<file path="config.mk">
export PLATFORM = sky130hd
export DESIGN_NAME = mv_row_scheduler
export DESIGN_NICKNAME = d
export VERILOG_FILES = /design/src/rtl/mv_row_scheduler.sv
export SDC_FILE = /design/constraint.sdc
export NUM_CORES = 1
export LEC_CHECK = 0
export BUFFER_PORTS_ARGS = -buffer_cell sky130_fd_sc_hd__buf_2
export CORE_MARGIN = 3
export CORE_UTILIZATION = 45
export DETAILED_ROUTE_END_ITERATION = 16
export PLACE_DENSITY = 0.67
export SLEW_MARGIN = 20
export SYNTH_ARGS = -nofsm -noshare
export SYNTH_HDL_FRONTEND = slang
export SYNTH_SLANG_ARGS = --single-unit
</file>
<file path="constraint.sdc">
create_clock -name clk -period 5.55 [get_ports clk]
set_input_delay 1.11 -clock clk [delete_from_list [all_inputs] [get_ports clk]]
set_output_delay 1.11 -clock clk [all_outputs]
set_load 0.05 [all_outputs]
</file>
<file path="src/rtl/mv_row_scheduler.sv">
// Row/tile issue scheduler for a tiled matrix-vector product: tracks datapath
// latency with a tag pipeline, accumulates row dot products, and buffers them in a credit-guarded FIFO.
module mv_row_scheduler #(
  parameter int unsigned MATRIX_SIZE    = 32,
  parameter int unsigned TILE           = 8,
  parameter int unsigned PARTIAL_SUM_BW = 20,
  parameter int unsigned ACC_BW         = 26,
  parameter int unsigned PIPE_LAT       = 2,
  parameter int unsigned RES_DEPTH      = 4,
  localparam int unsigned NT = MATRIX_SIZE / TILE,
  localparam int unsigned RW = (MATRIX_SIZE > 1) ? $clog2(MATRIX_SIZE) : 1,
  localparam int unsigned TW = (NT > 1) ? $clog2(NT) : 1
) (
  input  logic                      clk,
  input  logic                      rst,
  input  logic                      start,
  output logic                      busy,
  output logic                      done,
  output logic                      rd_en,
  output logic [RW-1:0]             rd_row,
  output logic [TW-1:0]             rd_tile,
  input  logic [PARTIAL_SUM_BW-1:0] tree_sum,
  output logic                      out_valid,
  input  logic                      out_ready,
  output logic [ACC_BW-1:0]         out_data,
  output logic [RW-1:0]             out_row
);

  localparam int unsigned CW = $clog2(RES_DEPTH + 1);
  localparam int unsigned PW = (RES_DEPTH > 1) ? $clog2(RES_DEPTH) : 1;

  typedef enum logic [1:0] {S_IDLE, S_ISSUE, S_DRAIN, S_DONE} state_t;

  typedef struct packed {
    logic          v;
    logic          first;
    logic          last;
    logic [RW-1:0] row;
  } tag_t;

  state_t              state;
  logic [RW-1:0]       row_q;
  logic [TW-1:0]       tile_q;
  logic [CW-1:0]       credit;
  tag_t                tags [PIPE_LAT];
  logic [ACC_BW-1:0]   acc;
  logic [ACC_BW-1:0]   fifo_data [RES_DEPTH];
  logic [RW-1:0]       fifo_row  [RES_DEPTH];
  logic [PW-1:0]       wptr;
  logic [PW-1:0]       rptr;
  logic [CW-1:0]       cnt;

  logic                pop;
  logic                push;
  logic                row_start;
  logic [CW-1:0]       credit_nxt;
  logic [CW-1:0]       cnt_nxt;
  logic                last_tile;
  logic                last_row;
  logic                issue;
  logic                pipe_busy;
  logic                drained;
  tag_t                tail;
  logic [ACC_BW-1:0]   ext;
  logic [ACC_BW-1:0]   sum;

  assign pop        = out_valid && out_ready;
  assign row_start  = rd_en && (rd_tile == '0);
  assign credit_nxt = credit + CW'(row_start) - CW'(pop);
  assign tail       = tags[PIPE_LAT-1];
  assign ext        = ACC_BW'($signed(tree_sum));
  assign sum        = tail.first ? ext : acc + ext;
  assign push       = tail.v && tail.last;
  assign cnt_nxt    = cnt + CW'(push) - CW'(pop);
  assign last_tile  = (tile_q == TW'(NT - 1));
  assign last_row   = (row_q == RW'(MATRIX_SIZE - 1));

  // A new row may only begin when its result is guaranteed a FIFO slot.
  assign issue = ((state == S_ISSUE) || ((state == S_IDLE) && start)) &&
                 ((tile_q != '0) || (credit_nxt < CW'(RES_DEPTH)));

  always_comb begin
    pipe_busy = rd_en;
    for (int i = 0; i < PIPE_LAT; i++) pipe_busy = pipe_busy | tags[i].v;
  end

  assign drained  = !pipe_busy && (cnt_nxt == '0);
  assign out_data = fifo_data[rptr];
  assign out_row  = fifo_row[rptr];

  always_ff @(posedge clk) begin
    if (rst) begin
      state     <= S_IDLE;
      busy      <= 1'b0;
      done      <= 1'b0;
      rd_en     <= 1'b0;
      rd_row    <= '0;
      rd_tile   <= '0;
      row_q     <= '0;
      tile_q    <= '0;
      credit    <= '0;
      acc       <= '0;
      cnt       <= '0;
      wptr      <= '0;
      rptr      <= '0;
      out_valid <= 1'b0;
      for (int i = 0; i < PIPE_LAT; i++) tags[i] <= '0;
      for (int i = 0; i < RES_DEPTH; i++) begin
        fifo_data[i] <= '0;
        fifo_row[i]  <= '0;
      end
    end else begin
      done  <= 1'b0;
      rd_en <= issue;
      if (issue) begin
        rd_row  <= row_q;
        rd_tile <= tile_q;
        if (last_tile) begin
          tile_q <= '0;
          row_q  <= last_row ? '0 : row_q + RW'(1);
        end else begin
          tile_q <= tile_q + TW'(1);
        end
      end

      case (state)
        S_IDLE: if (start) begin
          state <= (last_tile && last_row) ? S_DRAIN : S_ISSUE;
          busy  <= 1'b1;
        end
        S_ISSUE: if (issue && last_tile && last_row) state <= S_DRAIN;
        S_DRAIN: if (drained) begin
          state <= S_DONE;
          done  <= 1'b1;
        end
        S_DONE: begin
          state <= S_IDLE;
          busy  <= 1'b0;
        end
        default: state <= S_IDLE;
      endcase

      credit <= credit_nxt;

      // Tag pipeline mirrors the datapath so each tree_sum meets its row context.
      tags[0] <= {rd_en, rd_tile == '0, rd_tile == TW'(NT - 1), rd_row};
      for (int i = 1; i < PIPE_LAT; i++) tags[i] <= tags[i-1];

      if (tail.v) acc <= sum;

      if (push) begin
        fifo_data[wptr] <= sum;
        fifo_row[wptr]  <= tail.row;
        wptr <= (wptr == PW'(RES_DEPTH - 1)) ? '0 : wptr + PW'(1);
      end
      if (pop) rptr <= (rptr == PW'(RES_DEPTH - 1)) ? '0 : rptr + PW'(1);
      cnt       <= cnt_nxt;
      out_valid <= (cnt_nxt != '0);
    end
  end

  fifo_no_overflow: assert property (@(posedge clk) disable iff (rst)
    !(push && !pop && (cnt == CW'(RES_DEPTH))));

endmodule

</file>
==> impl_summary.txt, run 1 <==
----------------------------------------------------
[STA]
  Sum Neg Setup Slack ... 0 ps
  Minimum period implied by the final worst setup slack ... 3580 ps
  Post-route worst setup slack ... 1970 ps
  Final slew viol count ... 0
  Count of endpoints failing setup in the final report ... 0
  Maximum achievable frequency ... 0.2793 GHz
  Worst clock skew ... 23.24 ps
  Final hold violation count ... 0
  Tightest Pin Transition ... 1021 ps
  Max-Slew Margin vs Limit ... 31.42%
  RSZ-0062 raised after global routing ... no
  Final cycle utilization of the critical path ... 64.51%
  Post-route worst hold slack ... 431.0 ps

[Pwr]
  Combinational share of power ... 27.4%
  Leakage ... 4.344 nW
  Worst vdd rail ir drop ... 0.2281 mV
  Relative contribution of the clock network to total power ... 30.9%
  Pwr Density ... 381.0 nW/um2
  Sequential power share ... 41.7%
  P_int ... 2.756 mW
  Net switching power of the design ... 1.434 mW
  Proportion of total power due to net switching ... 34.23%
  Power, Total ... 4.190 mW

[Min path]
  Class of the tightest hold or removal check ... reg -> reg

[Clock tree]
  Post-CTS Hold Fix Bufs ... 0
  Maximum level of the CTS H-tree ... 4
  Number of buffers on the longest clock path ... 2
  Clock latency on the worst-skew pair ... 450 ps
  Post-CTS clock slew at the launch and capture registers of the worst setup and hold paths ... 80 ps
  Number of cells upsized or downsized after cts ... 0
  Post-CTS repair timing setup buffer count ... 0
  Number of clock buffers inserted by TritonCTS ... 17
  Total number of clock tree sinks ... 198
  Root cell of the clock tree ... clkbuf_16
  Clock tree from TritonCTS ... yes

[Worst setup path]
  FF-to-FF End ... row_q[2]
  Crit end category ... flop
  Critical register-to-register path startpoint ... rd_tile[1]
  Depth of the worst register-to-register path ... 12
  Startpoint type of the worst setup path ... input pin
  Worst Path Required ... 5920 ps
  Endpoint arrival time on the critical path ... 3950 ps
  Worst setup path end ... row_q[2]
  Critical setup path kind ... in -> reg
  Critical path launch point ... out_ready
  CP Max Fanout ... 13
  FF-to-FF setup slack ... 2380 ps

[Floorplanning]
  Starting density of the core ... 46.18%
  Top-level I/O count ... 66
  Die Area ... 23,510 um2
  Die span in x ... 153.3 um
  Vertical die dimension ... 153.3 um
  Floorplan Core Area ... 21,150 um2
  Number of placement rows ... 53

[Synthesis]
  Sequential fraction of the synthesis area ... 53.29%
  Yosys warnings ... 0
  Net count after synthesis ... 934
  Count of different cell masters after synthesis ... 68
  Synthesized netlist cell count ... 870
  Post-synthesis register bit count ... 198
  Total standard cell area after synthesis ... 9768 um2
  Proportion of synthesized flip-flops having asynchronous set or reset ... 0%
  Per-instance average area after synthesis ... 11.23 um2
  Number of enable-type register cells in the synthesized netlist ... 124
  Main flop type after synthesis ... edfxtp_1

[Finish]
  Number of non-filler instances in the completed layout ... 1,210
  Layout cells sized above 1 ... 18.20%
  Net count, final ... 985
  Most frequent standard cell in the layout excluding fill and tap cells ... nor2_1
  Commonest non-fill, non-tap cells in the layout ... nor2_1 (155), edfxtp_1 (124), dfxtp_1 (72)
  Post-Layout Inst Area ... 11,000 um2
  Area added between synthesis and finish ... 12.60%
  Final core utilization ... 52.00%

[Place]
  Number of buffers inserted by port buffering ... 65
  Count of placed standard cells including taps ... 1,177
  Placement-stage worst setup slack ... 1550 ps
  Total half-perimeter wirelength after legalization and detailed placement ... 14,320 um
  Total cell area at the placement stage ... 10,360 um2
  Routability-driven placement congestion ratio ... 0.8062

[Drt]
  Total Wirelength ... 21,500 um
  Drt wl/cell ... 17.77 um
  Total vias in the final route ... 6,671
  Post-route ant nets ... 0
  Via/cell ratio ... 5.513
  First drt pass iteration count ... 5
  Drc violations ... 0
  Violation count after the first detailed-routing iteration ... 360

[GRT]
  Total global routing track utilization ... 18.67%
  Vias in the first global route ... 6,562
  Antenna violations before repair ... 1
  Grt total ovfl ... 0
  Wire length of the first global-routing pass ... 35,120 um
  Largest net degree at the start of global routing ... 70

[Job]
  Max-capacitance violation count ... 0

[Outcome]
  Outcome ... completed

----------------------------------------------------
-- critical path, stage by stage --
cell     delay [ps]
buf_2           100
nand2_1         190
a21o_1          150
nand2_1          60
ha_1            190
fa_1            390
xnor2_1         200
xnor2_1         110
a21o_1          320
inv_1           140
nand2_1         180
or4b_2          640
a21oi_1         150
-- layer usage --
layer  track usage, %  wire length (um)  up-vias
li1                 -                 -     3321
met3            4.247              1150       18
met5                0                 0        -
met1            26.02             10010     3166
met4            5.088               250        0
met2            29.69             10090      166
-- worst min-delay path by stage --
stage | depth (start not counted) | slack (ps) | end | startpoint
final | 1 | 430 | tags[0][12] | tags[0][4]
after global routing | 1 | 460 | tags[0][10] | tags[0][2]
after CTS | 1 | 440 | tags[0][12] | tags[0][4]
after detailed placement | 1 | 420 | tags[0][10] | tags[0][2]
after global placement | 1 | 420 | tags[0][12] | tags[0][4]
after floorplan | 1 | 410 | tags[0][10] | tags[0][2]
-- power by group through the flow --
stage / registers, mW / clock network [mW] / logic (mW)
global placement: 1.78 / 0 / 1.13
CTS: 1.75 / 1.31 / 1.15
finish: 1.75 / 1.30 / 1.15
floorplan: 1.84 / 0 / 0.829
detailed placement: 1.78 / 0 / 1.14
global route: 1.77 / 1.38 / 1.26
-- area by class of cell --
type                    count  area (um2)
repair buffers             79       430.4
well taps                 275       344.1
fillers                  1839       10150
clock inverters            15       201.4
flip-flops and latches    198        5207
inverters                  17       63.81
clock buffers              17       425.4
multi-input cells         608        4324
diodes                      1       2.502
-- registers in the layout, summed over array words and instances (netlist names), named ones only --
| signal | flops |
|---|---|
| acc | 26 |
| busy | 1 |
| cnt | 3 |
| credit | 3 |
| done | 1 |
| fifo_data | 104 |
| fifo_row | 20 |
| out_valid | 1 |
| rd_en | 1 |
| rd_row | 5 |
| rd_tile | 2 |
| row_q | 5 |
| rptr | 2 |
| state | 2 |
| tags | 16 |
| tile_q | 2 |
| wptr | 2 |
-- Yosys cell counts (7+ instances only) --
library cell / n / share of area, %
and2_1: 18 / 1.2
a211oi_1: 26 / 2.0
dfxtp_1: 74 / 15
mux4_2: 31 / 7.1
nor2_1: 155 / 6.0
or4_1: 13 / 1.0
inv_1: 17 / 0.65
nand3_1: 30 / 1.5
xnor2_1: 13 / 1.2
a31oi_1: 7 / 0.45
nand4_1: 15 / 0.96
nor3_1: 10 / 0.51
nor2b_1: 18 / 1.2
buf_1: 12 / 0.46
edfxtp_1: 124 / 38
xor2_1: 10 / 0.90
mux2i_1: 12 / 1.2
a21oi_1: 42 / 2.2
o21ai_0: 24 / 1.2
ha_1: 37 / 4.7
and3_1: 9 / 0.58
nand2_1: 52 / 2.0
a21o_1: 11 / 0.85
clkbuf_1: 32 / 1.2
-- cell families after synthesis --
family,after synthesis,synth area share [%]
buf+inv,64,2.498
simple gates,342,16.51
mux,43,8.377
flops,198,53.29
xor+xnor,23,2.062
compound gates,160,11.91
fa+ha+maj,40,5.354
Note: power is estimated with default switching activity, not from simulation.
==> run 2: changes to the inputs <==
clock period = 3.6 ns   (was 5.55 ns; I/O delays follow)
==> run 2 against run 1 <==
  * Clock power grew 51%
  * Cell count grew 0.99%
  * Sequential share of layout area shrank 0.46 points
  * Worst hold slack gained 5.7 ps
  * Highest routed layer unchanged
  * Final area grew 0.99%
  * Critical endpoint is now fifo_data[1][24]
==> impl_summary.txt, run 2 (synthesis gave the netlist of run 1 again) <==
----------------------------------------------------
[Clock tree]
  Total number of clock tree sinks ... 198
  Maximum level of the CTS H-tree ... 4
  Post-CTS clock slew at the launch and capture registers of the worst setup and hold paths ... 70 ps
  Number of clock buffers inserted by TritonCTS ... 17
  Number of buffers on the longest clock path ... 2
  Clock latency on the worst-skew pair ... 440 ps
  Post-CTS repair timing setup buffer count ... 0
  Number of cells upsized or downsized after cts ... 0
  Clock tree from TritonCTS ... yes
  Post-CTS Hold Fix Bufs ... 0
  Root cell of the clock tree ... clkbuf_16

[Worst setup path]
  Endpoint arrival time on the critical path ... 3140 ps
  Ordered cell list for the critical path ... buf_2, ha_1, fa_1, a211oi_1, o211ai_2, a31oi_1, o21ba_2, o211ai_1, and2_1, a211oi_2, nor2_1
  Critical setup path kind ... in -> reg
  FF-to-FF setup slack ... 700 ps
  Worst Path Required ... 3780 ps
  Critical path's slowest cell ... fa_1
  Stage delay of the slowest cell on the critical path ... 420 ps
  Startpoint type of the worst setup path ... input pin
  Crit end category ... flop
  CP Max Fanout ... 5

[Finish]
  Diode insertion count for antenna repair ... 0
  Layout cells sized above 1 ... 19.22%
  Commonest non-fill, non-tap cells in the layout ... nor2_1 (155), edfxtp_1 (124), dfxtp_1 (72)
  Area of combinational cells with multiple inputs ... 4319 um2
  Area added between synthesis and finish ... 13.72%
  Max FFs per register ... 104
  Number of non-filler instances in the completed layout ... 1,222
  FF+latch area ... 5207 um2
  Most frequent standard cell in the layout excluding fill and tap cells ... nor2_1
  Fillers ... 1,857
  Net count, final ... 998
  Register with the highest flop count ... fifo_data
  Regs by FF count ... fifo_data: 104 flops, acc: 26 flops, fifo_row: 20 flops

[Drt]
  Drc violations ... 0
  Total vias in the final route ... 6,821
  Total Wirelength ... 21,400 um
  Violation count after the first detailed-routing iteration ... 481
  First drt pass iteration count ... 5
  Via/cell ratio ... 5.582
  Drt wl/cell ... 17.51 um
  Post-route ant nets ... 0

[Pwr]
  Worst vdd rail ir drop ... 0.3413 mV
  Net switching power of the design ... 2.230 mW
  P_int ... 4.224 mW
  Sequential power share ... 41.5%
  Proportion of total power due to net switching ... 34.55%
  Pwr Density ... 581.0 nW/um2
  Leakage ... 4.420 nW
  Relative contribution of the clock network to total power ... 30.4%
  Combinational share of power ... 28.1%

[STA]
  RSZ-0062 raised after global routing ... no
  Minimum period implied by the final worst setup slack ... 2969 ps
  Worst clock skew ... 9.887 ps
  Post-route worst setup slack ... 630.7 ps
  Final slew viol count ... 0
  Tightest Pin Transition ... 918.3 ps
  Sum Neg Setup Slack ... 0 ps
  Final cycle utilization of the critical path ... 82.48%
  Count of endpoints failing setup in the final report ... 0
  Final hold violation count ... 0
  Max-Slew Margin vs Limit ... 38.13%
  Post-route worst hold slack ... 436.7 ps
  Maximum achievable frequency ... 0.3368 GHz

[Place]
  Placement-stage worst setup slack ... 202.5 ps
  Total half-perimeter wirelength after legalization and detailed placement ... 14,360 um
  Routability-driven placement congestion ratio ... 0.8197
  Number of buffers inserted by port buffering ... 65
  Count of placed standard cells including taps ... 1,190

[GRT]
  Total global routing track utilization ... 18.73%
  Largest net degree at the start of global routing ... 56
  Antenna violations before repair ... 0
  Vias in the first global route ... 6,722
  Wire length of the first global-routing pass ... 35,360 um
  Grt total ovfl ... 0

[Floorplanning]
  Vertical die dimension ... 153.3 um
  Die Area ... 23,510 um2
  Number of placement rows ... 53
  Top-level I/O count ... 66
  Die span in x ... 153.3 um
  Floorplan Core Area ... 21,150 um2
  Starting density of the core ... 46.18%

[Outcome]
  Outcome ... completed

[Min path]
  Class of the tightest hold or removal check ... reg -> reg

[Job]
  Max-capacitance violation count ... 0

----------------------------------------------------
-- run 2: worst max-delay path, delay by kind of cell --
| kind | cells | cell delay, ps |
|---|---|---|
| AOI/OAI and AO/OA | 6 | 1410 |
| adders and majority gates | 2 | 640 |
| buffers and inverters | 1 | 110 |
| and+or+nand+nor | 2 | 260 |
-- run 2: path summary, 6_finish.rpt --
| path | end | startpoint | cells past startpoint |
|---|---|---|---|
| max | fifo_data[1][24] | tree_sum[0] | 11 |
| min | tags[0][12] | tags[0][4] | 1 |
| max reg2reg | fifo_data[1][24] | acc[0] | 10 |
| min reg2reg | tags[0][12] | tags[0][4] | 1 |
-- run 2: stage by stage --
stage               total power, mW  utilization (%)  cell area [um2]
global route                  6.795            52.51            11110
finish                        6.454            52.51            11110
global placement              4.531            49.58            10490
detailed placement            4.549            49.58            10490
floorplan                     4.109                -             9768
CTS                           6.504            52.51            11110
-- run 2: layer usage --
layer	global-route usage, %	share of wire [%]
met1	26.71	47
met4	4.668	1.1
met5	0	0
met3	3.369	4.7
met2	29.98	47
-- run 2: layout make-up --
type / instances / area share (%)
multi-input cells: 608 / 38.88
flip-flops and latches: 198 / 46.88
clock inverters: 15 / 1.757
repair buffers: 92 / 4.979
clock buffers: 17 / 3.830
inverters: 17 / 0.5745
well taps: 275 / 3.098
-- run 2: power groups by stage --
stage,logic [mW],clock network [mW],registers (mW)
CTS,1.83,1.99,2.68
global route,2.00,2.09,2.70
floorplan,1.28,0,2.83
global placement,1.80,0,2.73
detailed placement,1.82,0,2.73
finish,1.81,1.96,2.68
==> run 3: changes to the inputs <==
PLACE_DENSITY = 0.7   (was 0.67)
clock period = 2.5 ns   (was 3.6 ns; I/O delays follow)
==> run 3 against run 2 <==
  * Global-route usage up 1.8 points
  * Wire length up 11%
  * Utilization up 6.2 points
  * The flow now finishes with violations (setup timing)
  * First-iteration DRC count up 1.9%
  * Final area up 12%
  * Cell count up 9.2%
  * Register-to-register slack worse by 800 ps
  * Die area unchanged
  * Worst hold slack worse by 18 ps
  * Critical path depth unchanged
  * Flip-flop and latch count unchanged
  * Critical endpoint is now acc[24]
  * Clock skew down 0.91 ps
  * Critical path type is now reg -> reg
==> impl_summary.txt, run 3 (synthesis gave the netlist of run 1 again) <==
----------------------------------------------------
[STA]
  RSZ-0062 raised after global routing ... yes
  Final slew viol count ... 0
  Minimum period implied by the final worst setup slack ... 2605 ps
  Final hold violation count ... 0
  Count of endpoints failing setup in the final report ... 21
  Worst clock skew ... 8.978 ps
  Tightest Pin Transition ... 613.7 ps
  Final cycle utilization of the critical path ... 104.2%
  Post-route worst setup slack ... -104.7 ps
  Max-Slew Margin vs Limit ... 58.65%
  Sum Neg Setup Slack ... -895.6 ps
  Maximum achievable frequency ... 0.3839 GHz

[Pwr]
  Worst vdd rail ir drop ... 0.6031 mV
  Power, Total ... 9.992 mW
  Pwr Density ... 804.7 nW/um2
  Leakage ... 5.060 nW

[Finish]
  Net count, final ... 1,111
  Regs by FF count ... fifo_data: 104 flops, acc: 26 flops, fifo_row: 20 flops
  Layout cells sized above 1 ... 35.00%
  Most frequent standard cell in the layout excluding fill and tap cells ... nor2_1
  Register with the highest flop count ... fifo_data
  Commonest non-fill, non-tap cells in the layout ... nor2_1 (141), buf_4 (132), edfxtp_1 (124)
  Diode insertion count for antenna repair ... 0
  Area added between synthesis and finish ... 27.12%
  Final core utilization ... 58.70%
  Max FFs per register ... 104

[Worst setup path]
  Startpoint type of the worst setup path ... flop
  Worst Path Required ... 2790 ps
  CP Max Fanout ... 5
  Crit end category ... flop
  Critical setup path kind ... reg -> reg
  Endpoint arrival time on the critical path ... 2900 ps
  Depth of the worst register-to-register path ... 11

[GRT]
  Largest net degree at the start of global routing ... 71
  Total global routing track utilization ... 20.49%
  Wire length of the first global-routing pass ... 38,730 um
  Grt total ovfl ... 0
  Vias in the first global route ... 7,394
  Antenna violations before repair ... 0

[Drt]
  Total Wirelength ... 23,680 um
  Drt wl/cell ... 17.74 um
  Violation count after the first detailed-routing iteration ... 490
  Post-route ant nets ... 0
  Drc violations ... 0
  First drt pass iteration count ... 5
  Via/cell ratio ... 5.532
  Total vias in the final route ... 7,385

[Floorplanning]
  Die span in x ... 153.3 um
  Top-level I/O count ... 66
  Number of placement rows ... 53
  Vertical die dimension ... 153.3 um
  Floorplan Core Area ... 21,150 um2
  Die Area ... 23,510 um2
  Starting density of the core ... 46.18%

[Min path]
  Number of cells traversed by the worst hold path ... 3
  Class of the tightest hold or removal check ... in -> reg

[Clock tree]
  Number of buffers on the longest clock path ... 2
  Maximum level of the CTS H-tree ... 4
  Number of clock buffers inserted by TritonCTS ... 17
  Clock latency on the worst-skew pair ... 430 ps
  Post-CTS Hold Fix Bufs ... 0
  Total number of clock tree sinks ... 198
  Clock tree from TritonCTS ... yes
  Root cell of the clock tree ... clkbuf_16
  Post-CTS clock slew at the launch and capture registers of the worst setup and hold paths ... 70 ps

[Job]
  Max-capacitance violation count ... 0

[Outcome]
  Outcome ... finished, violations left
  Failing checks ... setup timing

[Place]
  Number of buffers inserted by port buffering ... 65
  Total half-perimeter wirelength after legalization and detailed placement ... 15,680 um
  Routability-driven placement congestion ratio ... 0.8729

----------------------------------------------------
[run 3: final timing paths]
| check | startpoint | to | slack (ps) |
|---|---|---|---|
| worst min register to register | tags[0][0] | tags[0][8] | 440 |
| worst max register to register | acc[0] | acc[24] | -100 |
| worst max-delay path | acc[0] | acc[24] | -100 |
| worst min-delay path | out_ready | flop | 420 |
[run 3: cell type report]
class                   instances  area, um2
inverters                      17      63.81
repair buffers                205       1441
clock buffers                  19      432.9
clock inverters                13      166.4
multi-input cells             608       4743
flip-flops and latches        198       5225
fillers                      1687       8737
well taps                     275      344.1
[run 3: report_power, final]
group / total, mW / switching [mW] / internal (mW)
sequential: 3.88 / 0.147 / 3.73
combinational: 3.35 / 1.93 / 1.42
clock: 2.76 / 1.33 / 1.43
[run 3: repair_timing]
action | CTS | global route
setup buffers | 8 | 7
pin swaps | 20 | 44
resized for setup | 21 | 60
setup endpoints to repair | 57 | 85
[run 3: metrics by stage]
step,worst slack [ps],hold WS [ps],cell area (um2),std cells
final,-104.7,418.9,12420,1335
after global routing,-237.5,419.1,12420,1335
after CTS,-51.14,403.1,12100,1329
after detailed placement,-446.8,423.3,11370,1291
after global placement,-398.8,417.7,11370,1291
after floorplan,-177.7,413.8,9876,870
[run 3: per-layer routing]
layer	vias to the layer above	routed length (um)	GRT usage (%)
li1	3567	-	-
met1	3598	10120	26.66
met2	192	12030	35.77
met3	28	1050	2.888
met4	0	483	6.098
met5	-	0	0
[run 3: critical path: stages (launching register included)]
cell and delay, ps:
dfxtp_2 340, ha_4 160, fa_2 370, a211oi_4 260
o211ai_2 170, a31oi_2 220, o21ba_4 170, o211ai_1 110
and2_4 170, a211oi_4 280, buf_4 170, a211oi_2 50
